$ cat src/rtl/lrp_alpha_gen_if.sv
// ---------------------------------------------------------------------------
// lrp_alpha_gen_if
// Handshake/data bundle between the LRP alpha generator and its producer /
// consumer.
//   in_ctr_start  : begin new frame (pulse)
//   in_ctr_valid  : in_rel valid this cycle
//   in_rel        : reliability magnitude of the current symbol (unsigned)
//   in_ack        : consumer takes the held result
//   out_valid     : result valid, held until in_ack
//   out_busy      : frame collection in progress
//   out_alpha1..3 : packed {a^5j, a^3j, a^j} for the 1st..3rd least reliable
//   out_pos       : {pos3,pos2,pos1}, only when TSG_LRP_POS_OUT_EN is defined
// Modports: master = frame source / result consumer, slave = generator.
// ---------------------------------------------------------------------------
interface lrp_alpha_gen_if #(
    parameter int GF_LEN = 10,
    parameter int REL_W  = 4
`ifdef TSG_LRP_POS_OUT_EN
    , parameter int IDX_W = 10
`endif
);
    logic                  in_ctr_start;
    logic                  in_ctr_valid;
    logic [REL_W-1:0]      in_rel;
    logic                  in_ack;
    logic                  out_valid;
    logic                  out_busy;
    logic [3*GF_LEN-1:0]   out_alpha1;
    logic [3*GF_LEN-1:0]   out_alpha2;
    logic [3*GF_LEN-1:0]   out_alpha3;
`ifdef TSG_LRP_POS_OUT_EN
    logic [3*IDX_W-1:0]    out_pos;
`endif

    modport master (
        output in_ctr_start, in_ctr_valid, in_rel, in_ack,
        input  out_valid, out_busy, out_alpha1, out_alpha2, out_alpha3
`ifdef TSG_LRP_POS_OUT_EN
        , input out_pos
`endif
    );

    modport slave (
        input  in_ctr_start, in_ctr_valid, in_rel, in_ack,
        output out_valid, out_busy, out_alpha1, out_alpha2, out_alpha3
`ifdef TSG_LRP_POS_OUT_EN
        , output out_pos
`endif
    );
endinterface

$ cat src/rtl/lrp_alpha_gen.sv
// ---------------------------------------------------------------------------
// lrp_alpha_gen
// Feeds the 3-case test syndrome generator of the Chase BCH decoder. It
// scans one frame of CODE_LEN reliability magnitudes, keeps the three least
// reliable positions sorted ascending by reliability, and presents for each
// of them the packed powers {a^5j, a^3j, a^j}. The result is held under a
// valid/ack handshake.
// Ports:
//   clk           : clock, rising edge
//   in_ctr_Arstn  : asynchronous active-low reset
//   in_ctr_Srst   : synchronous clear, same effect as reset
//   io_lrp        : lrp_alpha_gen_if.slave (start/valid/rel/ack in,
//                   valid/busy/alpha1..3[/pos] out)
// Optional feature: define TSG_LRP_POS_OUT_EN to add out_pos and the index
// slot registers behind it.
// ---------------------------------------------------------------------------
module lrp_alpha_gen #(
    parameter int              GF_LEN    = 10,
    parameter logic [GF_LEN:0] PRIM_POLY = 11'h409,
    parameter int              CODE_LEN  = 1023,
    parameter int              REL_W     = 4,
    parameter int              IDX_W     = 10
) (
    input  logic           clk,
    input  logic           in_ctr_Arstn,
    input  logic           in_ctr_Srst,
    lrp_alpha_gen_if.slave io_lrp
);
    localparam int               AW       = 3 * GF_LEN;
    localparam logic [IDX_W-1:0] LAST_IDX = IDX_W'(CODE_LEN - 1);
    localparam logic [GF_LEN-1:0] GF_ONE  = GF_LEN'(1);

    typedef enum logic [1:0] {S_IDLE, S_COLLECT, S_HOLD} state_t;

    // Multiply by a: shift up and reduce by the primitive polynomial.
    function automatic logic [GF_LEN-1:0] gf_xtime(input logic [GF_LEN-1:0] x);
        logic [GF_LEN:0] t;
        t = {x, 1'b0};
        if (t[GF_LEN]) t = t ^ PRIM_POLY;
        return t[GF_LEN-1:0];
    endfunction

    // Multiply by the constant a^k as a chain of k xtime stages.
    function automatic logic [GF_LEN-1:0] gf_mul_apow(input logic [GF_LEN-1:0] x,
                                                       input int k);
        logic [GF_LEN-1:0] y;
        y = x;
        for (int i = 0; i < k; i++) y = gf_xtime(y);
        return y;
    endfunction

    state_t                      r_state, w_state_nxt;
    logic                        w_load, w_accept, w_done;
    logic [IDX_W-1:0]            r_idx;
    logic [GF_LEN-1:0]           r_p1, r_p3, r_p5;
    logic [2:0][REL_W-1:0]       r_slot_rel,   w_nxt_rel;
    logic [2:0][AW-1:0]          r_slot_alpha, w_nxt_alpha;
    logic [2:0][AW-1:0]          r_out_alpha;
    logic [AW-1:0]               w_new_alpha;
`ifdef TSG_LRP_POS_OUT_EN
    logic [2:0][IDX_W-1:0]       r_slot_pos,   w_nxt_pos;
    logic [2:0][IDX_W-1:0]       r_out_pos;
`endif

    logic             w_start, w_valid, w_ack;
    logic [REL_W-1:0] w_rel;

    assign w_start     = io_lrp.in_ctr_start;
    assign w_valid     = io_lrp.in_ctr_valid;
    assign w_ack       = io_lrp.in_ack;
    assign w_rel       = io_lrp.in_rel;
    assign w_new_alpha = {r_p5, r_p3, r_p1};

    // FSM state register
    always_ff @(posedge clk or negedge in_ctr_Arstn) begin
        if (!in_ctr_Arstn)    r_state <= S_IDLE;
        else if (in_ctr_Srst) r_state <= S_IDLE;
        else                  r_state <= w_state_nxt;
    end

    // FSM next state and datapath strobes
    always_comb begin
        w_state_nxt = r_state;
        w_load      = 1'b0;
        w_accept    = 1'b0;
        w_done      = 1'b0;
        unique case (r_state)
            S_IDLE: begin
                if (w_start) begin
                    w_state_nxt = S_COLLECT;
                    w_load      = 1'b1;
                end
            end
            S_COLLECT: begin
                // A start here restarts the frame; the symbol on that
                // cycle is not taken.
                if (w_start) begin
                    w_load = 1'b1;
                end else if (w_valid) begin
                    w_accept = 1'b1;
                    if (r_idx == LAST_IDX) begin
                        w_done      = 1'b1;
                        w_state_nxt = S_HOLD;
                    end
                end
            end
            S_HOLD: begin
                if (w_ack) begin
                    if (w_start) begin
                        w_state_nxt = S_COLLECT;
                        w_load      = 1'b1;
                    end else begin
                        w_state_nxt = S_IDLE;
                    end
                end
            end
            default: w_state_nxt = S_IDLE;
        endcase
    end

    // Sorted insertion: strict compares keep the earlier position on ties.
    always_comb begin
        w_nxt_rel   = r_slot_rel;
        w_nxt_alpha = r_slot_alpha;
`ifdef TSG_LRP_POS_OUT_EN
        w_nxt_pos   = r_slot_pos;
`endif
        if (w_rel < r_slot_rel[0]) begin
            w_nxt_rel[2]   = r_slot_rel[1];
            w_nxt_rel[1]   = r_slot_rel[0];
            w_nxt_rel[0]   = w_rel;
            w_nxt_alpha[2] = r_slot_alpha[1];
            w_nxt_alpha[1] = r_slot_alpha[0];
            w_nxt_alpha[0] = w_new_alpha;
`ifdef TSG_LRP_POS_OUT_EN
            w_nxt_pos[2]   = r_slot_pos[1];
            w_nxt_pos[1]   = r_slot_pos[0];
            w_nxt_pos[0]   = r_idx;
`endif
        end else if (w_rel < r_slot_rel[1]) begin
            w_nxt_rel[2]   = r_slot_rel[1];
            w_nxt_rel[1]   = w_rel;
            w_nxt_alpha[2] = r_slot_alpha[1];
            w_nxt_alpha[1] = w_new_alpha;
`ifdef TSG_LRP_POS_OUT_EN
            w_nxt_pos[2]   = r_slot_pos[1];
            w_nxt_pos[1]   = r_idx;
`endif
        end else if (w_rel < r_slot_rel[2]) begin
            w_nxt_rel[2]   = w_rel;
            w_nxt_alpha[2] = w_new_alpha;
`ifdef TSG_LRP_POS_OUT_EN
            w_nxt_pos[2]   = r_idx;
`endif
        end
    end

    // Collection registers: slots, position counter and running powers
    always_ff @(posedge clk or negedge in_ctr_Arstn) begin
        if (!in_ctr_Arstn) begin
            r_slot_rel   <= '1;
            r_slot_alpha <= '0;
            r_idx        <= '0;
            r_p1         <= GF_ONE;
            r_p3         <= GF_ONE;
            r_p5         <= GF_ONE;
        end else if (in_ctr_Srst || w_load) begin
            r_slot_rel   <= '1;
            r_slot_alpha <= '0;
            r_idx        <= '0;
            r_p1         <= GF_ONE;
            r_p3         <= GF_ONE;
            r_p5         <= GF_ONE;
        end else if (w_accept) begin
            r_slot_rel   <= w_nxt_rel;
            r_slot_alpha <= w_nxt_alpha;
            r_idx        <= r_idx + 1'b1;
            r_p1         <= gf_mul_apow(r_p1, 1);
            r_p3         <= gf_mul_apow(r_p3, 3);
            r_p5         <= gf_mul_apow(r_p5, 5);
        end
    end

`ifdef TSG_LRP_POS_OUT_EN
    always_ff @(posedge clk or negedge in_ctr_Arstn) begin
        if (!in_ctr_Arstn)                 r_slot_pos <= '0;
        else if (in_ctr_Srst || w_load)    r_slot_pos <= '0;
        else if (w_accept)                 r_slot_pos <= w_nxt_pos;
    end
`endif

    // Result registers: loaded from the post-insertion slots on the last
    // accept so the final symbol is included with one cycle of latency.
    always_ff @(posedge clk or negedge in_ctr_Arstn) begin
        if (!in_ctr_Arstn) begin
            r_out_alpha <= '0;
`ifdef TSG_LRP_POS_OUT_EN
            r_out_pos   <= '0;
`endif
        end else if (in_ctr_Srst) begin
            r_out_alpha <= '0;
`ifdef TSG_LRP_POS_OUT_EN
            r_out_pos   <= '0;
`endif
        end else if (w_done) begin
            r_out_alpha <= w_nxt_alpha;
`ifdef TSG_LRP_POS_OUT_EN
            r_out_pos   <= w_nxt_pos;
`endif
        end
    end

    assign io_lrp.out_valid  = (r_state == S_HOLD);
    assign io_lrp.out_busy   = (r_state == S_COLLECT);
    assign io_lrp.out_alpha1 = r_out_alpha[0];
    assign io_lrp.out_alpha2 = r_out_alpha[1];
    assign io_lrp.out_alpha3 = r_out_alpha[2];
`ifdef TSG_LRP_POS_OUT_EN
    assign io_lrp.out_pos    = {r_out_pos[2], r_out_pos[1], r_out_pos[0]};
`endif

endmodule

$ cat src/flat_wrapper.sv
// flat-port wrapper written by rule: the top's interface ports become plain ports
module lrp_alpha_gen_flat 
#(
    parameter int              GF_LEN    = 10,
    parameter logic [GF_LEN:0] PRIM_POLY = 11'h409,
    parameter int              CODE_LEN  = 1023,
    parameter int              REL_W     = 4,
    parameter int              IDX_W     = 10
)
  (clk, in_ctr_Arstn, in_ctr_Srst, io_lrp_in_ctr_start, io_lrp_in_ctr_valid, io_lrp_in_rel, io_lrp_in_ack, io_lrp_out_valid, io_lrp_out_busy, io_lrp_out_alpha1, io_lrp_out_alpha2, io_lrp_out_alpha3);
  lrp_alpha_gen_if #(.GF_LEN(GF_LEN), .REL_W(REL_W)) io_lrp_i ();
  input  logic clk;
  input  logic in_ctr_Arstn;
  input  logic in_ctr_Srst;
  input wire logic [$bits(io_lrp_i.in_ctr_start)-1:0] io_lrp_in_ctr_start;
  input wire logic [$bits(io_lrp_i.in_ctr_valid)-1:0] io_lrp_in_ctr_valid;
  input wire logic [$bits(io_lrp_i.in_rel)-1:0] io_lrp_in_rel;
  input wire logic [$bits(io_lrp_i.in_ack)-1:0] io_lrp_in_ack;
  output wire logic [$bits(io_lrp_i.out_valid)-1:0] io_lrp_out_valid;
  output wire logic [$bits(io_lrp_i.out_busy)-1:0] io_lrp_out_busy;
  output wire logic [$bits(io_lrp_i.out_alpha1)-1:0] io_lrp_out_alpha1;
  output wire logic [$bits(io_lrp_i.out_alpha2)-1:0] io_lrp_out_alpha2;
  output wire logic [$bits(io_lrp_i.out_alpha3)-1:0] io_lrp_out_alpha3;
  assign io_lrp_i.in_ctr_start = io_lrp_in_ctr_start;
  assign io_lrp_i.in_ctr_valid = io_lrp_in_ctr_valid;
  assign io_lrp_i.in_rel = io_lrp_in_rel;
  assign io_lrp_i.in_ack = io_lrp_in_ack;
  assign io_lrp_out_valid = io_lrp_i.out_valid;
  assign io_lrp_out_busy = io_lrp_i.out_busy;
  assign io_lrp_out_alpha1 = io_lrp_i.out_alpha1;
  assign io_lrp_out_alpha2 = io_lrp_i.out_alpha2;
  assign io_lrp_out_alpha3 = io_lrp_i.out_alpha3;
  lrp_alpha_gen #(.GF_LEN(GF_LEN), .PRIM_POLY(PRIM_POLY), .CODE_LEN(CODE_LEN), .REL_W(REL_W), .IDX_W(IDX_W)) u_core (.clk(clk), .in_ctr_Arstn(in_ctr_Arstn), .in_ctr_Srst(in_ctr_Srst), .io_lrp(io_lrp_i));
endmodule
$ cat config.mk
export PLATFORM = sky130hd
export DESIGN_NAME = lrp_alpha_gen_flat
export DESIGN_NICKNAME = d
export VERILOG_FILES = /design/src/rtl/lrp_alpha_gen_if.sv /design/src/rtl/lrp_alpha_gen.sv /design/src/flat_wrapper.sv
export SDC_FILE = /design/constraint.sdc
export NUM_CORES = 1
export LEC_CHECK = 0
export ABC_AREA = 1
export CELL_PAD_IN_SITES_DETAIL_PLACEMENT = 1
export CELL_PAD_IN_SITES_GLOBAL_PLACEMENT = 1
export CORE_ASPECT_RATIO = 1.1
export CORE_MARGIN = 5
export CORE_UTILIZATION = 30
export CTS_CLUSTER_DIAMETER = 30
export DETAILED_ROUTE_END_ITERATION = 16
export PLACE_DENSITY_LB_ADDON = 0.1
export SLEW_MARGIN = 15
export SYNTH_ARGS = -nofsm -noshare
export SYNTH_HDL_FRONTEND = slang
export SYNTH_SLANG_ARGS = --single-unit
$ cat constraint.sdc
create_clock -name clk -period 2.9 [get_ports clk]
set_input_delay 0.435 -clock clk [delete_from_list [all_inputs] [get_ports clk]]
set_output_delay 0.435 -clock clk [all_outputs]
set_load 0.01 [all_outputs]
# After elaboration in Yosys (flattened, before gate mapping)
# Index checks and enable logic that the tools add are counted.
[classes]
n_bitwise = 9
eq_ne = 8
muxes = 63
reduce_logical = 12
add_sub_neg = 1
n_lt_le_gt_ge = 3
[ops]
columns = ["op", "count"]
rows = [
  ["$mux 90", 4],
  ["$mux 10", 20],
  ["$mux 30", 4],
  ["$mux 60", 1],
  ["$mux 4", 13],
  ["$mux 12", 2],
  ["$not 2->2", 9],
  ["$lt 4x4->1", 3],
  ["$mux 2", 6],
  ["$ne 3x3->1 const B", 4],
  ["$add 10x1->10 const B", 1],
  ["$eq 10x10->1 const B", 1],
  ["$mux 1", 10],
  ["$mux 8", 1],
  ["$pmux 2 s3", 1],
  ["$reduce_and 2->1", 3],
  ["$reduce_bool 2->1", 3],
  ["$reduce_and 5->1", 1],
  ["$reduce_bool 4->1", 1],
  ["$ne 3x2->1 const B", 1],
  ["$reduce_bool 3->1", 1],
  ["$eq 2x1->1 const B", 1],
  ["$eq 2x2->1 const B", 1],
  ["$logic_not 2->1", 1],
  ["other kinds (3)", 3],
]
[word_totals]
register_bits = 234
out_inout_bits = 92
input_bits = 10
word_cells = 110

# Depth between registers and ports, before layout
[logic_depth]
ltp_word = 21
ltp_mapped = 13
ltp_nobuf = 11

# Least setup slack after synthesis
# OpenSTA, ideal clock, no wires.
[synth_timing]
kind = "register -> register"
startpoint = "register u_core.r_slot_rel[3] (netlist name)"
endpoint = "register u_core.r_slot_alpha[30] (netlist name)"
n_path_buf = 2
period_less_slack_ns = 1.887
arrival_ns = 1.754
required_ns = 2.767
setup_ns = 0.133
path_stages_with_launch = 11
setup_slack_ns = 1.013
path_cell_list = "dfstp_2 inv_1 ha_1 a21oi_1 nand2_2 buf_6 inv_2 buf_2 nand2_1 nand3_1 o21ai_0"
[synth_between]
elab_chain_cells = 4
[synth_rtl]
columns = ["item", "line_no", "source"]
rows = [
  ["start, declared", "lrp_alpha_gen.sv:56", "logic [2:0][REL_W-1:0] r_slot_rel, w_nxt_rel;"],
  ["start signal, assigned", "lrp_alpha_gen.sv:175", "r_slot_rel <= w_nxt_rel;"],
  ["$lt 4x4->1", "lrp_alpha_gen.sv:128", "if (w_rel < r_slot_rel[0]) begin"],
  ["$mux 60", "lrp_alpha_gen.sv:128", ""],
  ["$mux 90", "lrp_alpha_gen.sv:174", "end else if (w_accept) begin"],
  ["$mux 90", "lrp_alpha_gen.sv:167", "end else if (in_ctr_Srst || w_load) begin"],
  ["end signal, assigned", "lrp_alpha_gen.sv:176", "r_slot_alpha <= w_nxt_alpha;"],
  ["end, declared", "lrp_alpha_gen.sv:57", "logic [2:0][AW-1:0] r_slot_alpha, w_nxt_alpha;"],
]
# Every way passes these cells. The select of a mux whose other input is x is not followed.
# A chain may end at the register's enable or synchronous reset.

# Worst setup path in the final report
[layout_timing]
startpoint = "register u_core.r_idx[0]"
endpoint = "register u_core.r_out_alpha, in the netlist u_core.io_lrp.out_alpha1[2]"
[layout_between]
elab_chain_cells = 6
[layout_rtl]
columns = ["item", "line_no", "source"]
rows = [
  ["start, declared", "lrp_alpha_gen.sv:54", "logic [IDX_W-1:0] r_idx;"],
  ["start signal, assigned", "lrp_alpha_gen.sv:177", "r_idx <= r_idx + 1'b1;"],
  ["$eq 10x10->1", "lrp_alpha_gen.sv:101", "if (r_idx == LAST_IDX) begin"],
  ["$mux 1", "lrp_alpha_gen.sv:101", ""],
  ["$mux 1", "lrp_alpha_gen.sv:99", "end else if (w_valid) begin"],
  ["$mux 1", "lrp_alpha_gen.sv:97", "if (w_start) begin"],
  ["$mux 1", "lrp_alpha_gen.sv:87", "unique case (r_state)"],
  ["$reduce_bool 2->1 (no source line)", "n/a", ""],
  ["end signal, assigned", "lrp_alpha_gen.sv:206", "r_out_alpha <= w_nxt_alpha;"],
  ["end, declared", "lrp_alpha_gen.sv:58", "logic [2:0][AW-1:0] r_out_alpha;"],
]
# Every way passes these cells.

==> results.sh <==
export IMPL_status="finished clean"
export IMPL_postCtsHoldBufs=1
export IMPL_postSynthAreaPerCell_um2=8.17
export IMPL_totalNegativeSetupSlack_ns=0
export IMPL_max_clock_buf_depth=3
export IMPL_ant_nets=0
export IMPL_asyncSetResetFlopFracSynth=1.00
export IMPL_r2r_start="u_core.r_idx[0]"
export IMPL_floorplan_die_height_um=212
export IMPL_drt_vias_per_instance=4.90
export IMPL_synth_main_ff_cell="sky130_fd_sc_hd__dfrtp_1"
export IMPL_netlist_top_cells_area="sky130_fd_sc_hd__dfrtp_1 (49%), sky130_fd_sc_hd__nand2_1 (14%), sky130_fd_sc_hd__nand3_1 (11%), sky130_fd_sc_hd__o21ai_0 (4.2%), sky130_fd_sc_hd__inv_1 (3.8%)"
export IMPL_critical_path_reg2reg_endpoint="u_core.io_lrp.out_alpha1[2]"
export IMPL_critical_path_arrival_ns=2.78
export IMPL_power_leakage_nw=7.10
export IMPL_warnings_from_yosys=0
export IMPL_yosys_area_top_type="sky130_fd_sc_hd__dfrtp_1"
export IMPL_post_cts_resized=0
export IMPL_ctsRootBufferMaster="sky130_fd_sc_hd__clkbuf_16"
export IMPL_worstMarginPinSlew_ns=0.935
export IMPL_initial_utilization=0.302
export IMPL_grt_max_degree=76
export IMPL_synth_edf_count=0
export IMPL_net_count_synth=1382
export IMPL_synth_lib_cells_used_distinct=36
export IMPL_post_route_cells_drive_above_1_share=0.118
export IMPL_post_layout_cell_count=2027
export IMPL_io_pins=102
export IMPL_timing_critical_path_from_type="register"
export IMPL_worst_ep_required_time_ns=3.34
export IMPL_post_synth_design_cell_area_mm2=0.0111
export IMPL_flow_area_growth_from_synthesis_pct=35.9
export IMPL_reg2regPathDepth=8
export IMPL_post_synth_top_area_share=0.493
export IMPL_dieWidth_um=194
export IMPL_detail_route_first_pass_iterations=4
export IMPL_global_route_usage_met3=0.0396
export IMPL_detailedRoute_firstIterationViolations=479
export IMPL_routed_via_count=9923
export IMPL_finalWorstPathRequiredPeriod_ns=2.34
export IMPL_global_route_usage_met2=0.318
export IMPL_peakVddDrop_mv=0.376
export IMPL_post_cts_setup_buffers=0
export IMPL_power_density_mw_per_mm2=794
export IMPL_drc_errors_left=0
export IMPL_finalCoreUtilization=0.410
export IMPL_totalPowerFinal_mw=12.0
export IMPL_path_class="register to register"
export IMPL_synth_yosys_seq_area_share=0.528
export IMPL_top_cells_by_count_synth="sky130_fd_sc_hd__nand2_1 (428), sky130_fd_sc_hd__nand3_1 (255), sky130_fd_sc_hd__dfrtp_1 (219), sky130_fd_sc_hd__inv_1 (112), sky130_fd_sc_hd__o21ai_0 (94)"
export IMPL_half_perimeter_wire_length_after_detailed_placement_mm=23.4
export IMPL_initial_antenna_violation_count=0
export IMPL_place_detailed_instances=1902
export IMPL_totalWireLength_mm=38.7
export IMPL_cts_made_buffers=67
export IMPL_critical_path_peak_fanout=30
export IMPL_timing_max_transition_violations_final=0
export IMPL_hold_worst_slack_ns=0.400
export IMPL_grt_pass1_wl_mm=62.3
export IMPL_number_of_rows_created_at_floorplan=74
export IMPL_grt_pass1_vias=10900
export IMPL_grt_busiest_layer="met2"
export IMPL_diodes=0
export IMPL_drv_max_cap_violation_count=0
export IMPL_gr_usage_met1=0.248
export IMPL_die_area_mm2=0.0410
export IMPL_synthMostInstantiatedCell="sky130_fd_sc_hd__nand2_1"
export IMPL_numClockSinks=234
export IMPL_r2r_slack_ns=0.56
export IMPL_wire_per_inst_um=19.1
export IMPL_final_period_utilization=0.807
export IMPL_timing_critical_path_cells="inv_1 > ha_1 > nand4_1 > nor2_2 > nor2_4 > buf_4 > nand2_1 > o21ai_0"
export IMPL_port_buffers=101
export IMPL_design_final_nets=1499
export IMPL_cp_slowest_cell="sky130_fd_sc_hd__nor2_4"
export IMPL_cts_clk_slew_worst_paths_ns=0.05
export IMPL_clock_tree_htree_level_count=3
export IMPL_grt_setup_unrepaired="no"
export IMPL_count_of_endpoints_failing_hold_in_the_final_timing_report=0
export IMPL_synth_seq_cells=234
export IMPL_gp_congestion=0.760
export IMPL_floorplan_core_area_mm2=0.0369
export IMPL_grtUsageTotal=0.189
export IMPL_overflow=0
export IMPL_finalSetupViolations=0
export IMPL_setup_worst_path_end_class="register"
export IMPL_final_setup_skew_ns=0.0238
export IMPL_tritoncts="yes"
export IMPL_timing_max_slew_rel_slack=0.375
export IMPL_cpPeakStageDelay_ns=0.70
export IMPL_clk_latency_ns=0.56
export IMPL_max_freq_ghz=0.427
export IMPL_synthCells=1361
export IMPL_hold_path_class="input pin to asynchronous set/reset pin"
-- state kept, by name, indices dropped and copies added (netlist names) --
| name | count |
|---|---|
| u_core.r_state | 2 |
| u_core.io_lrp.out_alpha2 | 30 |
| u_core.r_slot_alpha | 90 |
| u_core.io_lrp.out_alpha1 | 30 |
| u_core.r_p5 | 10 |
| u_core.r_slot_rel | 12 |
| u_core.io_lrp.out_alpha3 | 30 |
| u_core.r_p1 | 10 |
| u_core.r_idx | 10 |
| u_core.r_p3 | 10 |
-- logic make-up after synthesis --
group,Yosys count,synth area share
xor+xnor,10,0.00788
buf+inv,203,0.0827
simple gates,721,0.278
flops,234,0.528
fa+ha+maj,11,0.0124
compound gates,182,0.0901
-- worst max-delay path, delay by kind of cell, from the launching register on --
kind / cells / cell delay [ns]
AND/OR/NAND/NOR: 4 / 1.01
AO/OA/AOI/OAI: 1 / 0.11
flip-flops: 1 / 0.41
buffers and inverters: 2 / 0.46
adder cells (fa/ha/maj): 1 / 0.22
-- per-stage QoR --
| stage | cell area (µm²) | setup slack (ns) |
|---|---|---|
| floorplan | 11100 | 1.01 |
| global placement | 12700 | 0.228 |
| detailed placement | 12700 | 0.242 |
| CTS | 15100 | 0.498 |
| global route | 15100 | 0.333 |
| finish | 15100 | 0.560 |
-- metal layers --
metal	vias to the layer above	share of wire	routed length [µm]
li1	4728	-	-
met5	-	0	0
met3	50	0.038	1490
met2	176	0.48	18600
met4	0	0.018	684
met1	4969	0.46	18000
-- where the power goes --
part	internal, mW	switching, mW	leakage (nW)
clock	5.55	2.20	1.17
combinational	0.236	0.678	2.72
sequential	3.31	0.0163	3.22
-- cell usage in the layout (no fill, tap or decap), types with 3 or more instances in the layout --
cell | synthesis | final
sky130_fd_sc_hd__nand2_1 | 428 | 428
sky130_fd_sc_hd__o22ai_1 | 50 | 50
sky130_fd_sc_hd__nand4_1 | 6 | 6
sky130_fd_sc_hd__clkinv_8 | 0 | 3
sky130_fd_sc_hd__dfrtp_1 | 219 | 219
sky130_fd_sc_hd__o21ai_0 | 94 | 94
sky130_fd_sc_hd__nand2_2 | 7 | 6
sky130_fd_sc_hd__buf_4 | 9 | 18
sky130_fd_sc_hd__xnor2_1 | 9 | 9
sky130_fd_sc_hd__clkbuf_16 | 0 | 70
sky130_fd_sc_hd__ha_1 | 11 | 11
sky130_fd_sc_hd__dfstp_2 | 15 | 15
sky130_fd_sc_hd__clkbuf_1 | 20 | 12
sky130_fd_sc_hd__clkinv_2 | 0 | 11
sky130_fd_sc_hd__inv_1 | 112 | 112
sky130_fd_sc_hd__clkdlybuf4s50_1 | 0 | 100
sky130_fd_sc_hd__clkinvlp_4 | 0 | 6
sky130_fd_sc_hd__bufinv_16 | 0 | 10
sky130_fd_sc_hd__a21oi_1 | 10 | 9
sky130_fd_sc_hd__nand3_1 | 255 | 255
sky130_fd_sc_hd__nor2_1 | 17 | 17
sky130_fd_sc_hd__clkbuf_8 | 0 | 11
sky130_fd_sc_hd__inv_2 | 5 | 5
sky130_fd_sc_hd__o21ai_1 | 20 | 20
sky130_fd_sc_hd__buf_12 | 0 | 13
-- area by class of cell --
type | instances | area (µm²)
Multi-Input combinational cell | 924 | 4340
Timing Repair Buffer | 133 | 1420
Sequential cell | 234 | 5870
Tap cell | 494 | 618
Clock inverter | 31 | 458
Fill cell | 4368 | 21700
Inverter | 118 | 445
Clock buffer | 93 | 1950
-- worst max path at each step --
stage	endpoint	cells past startpoint	from
5_1_grt	u_core.io_lrp.out_alpha1[2]	8	u_core.r_idx[0]
3_5_place_dp	u_core.io_lrp.out_alpha3[8]	10	io_lrp_in_rel[3]
2_1_floorplan	u_core.r_slot_alpha[30]	10	u_core.r_slot_rel[3]
6_report	u_core.io_lrp.out_alpha1[2]	8	u_core.r_idx[0]
4_1_cts	u_core.io_lrp.out_alpha1[2]	8	u_core.r_idx[0]
3_3_place_gp	u_core.r_slot_rel[1]	10	io_lrp_in_rel[1]
(Power assumes the default switching activity.)
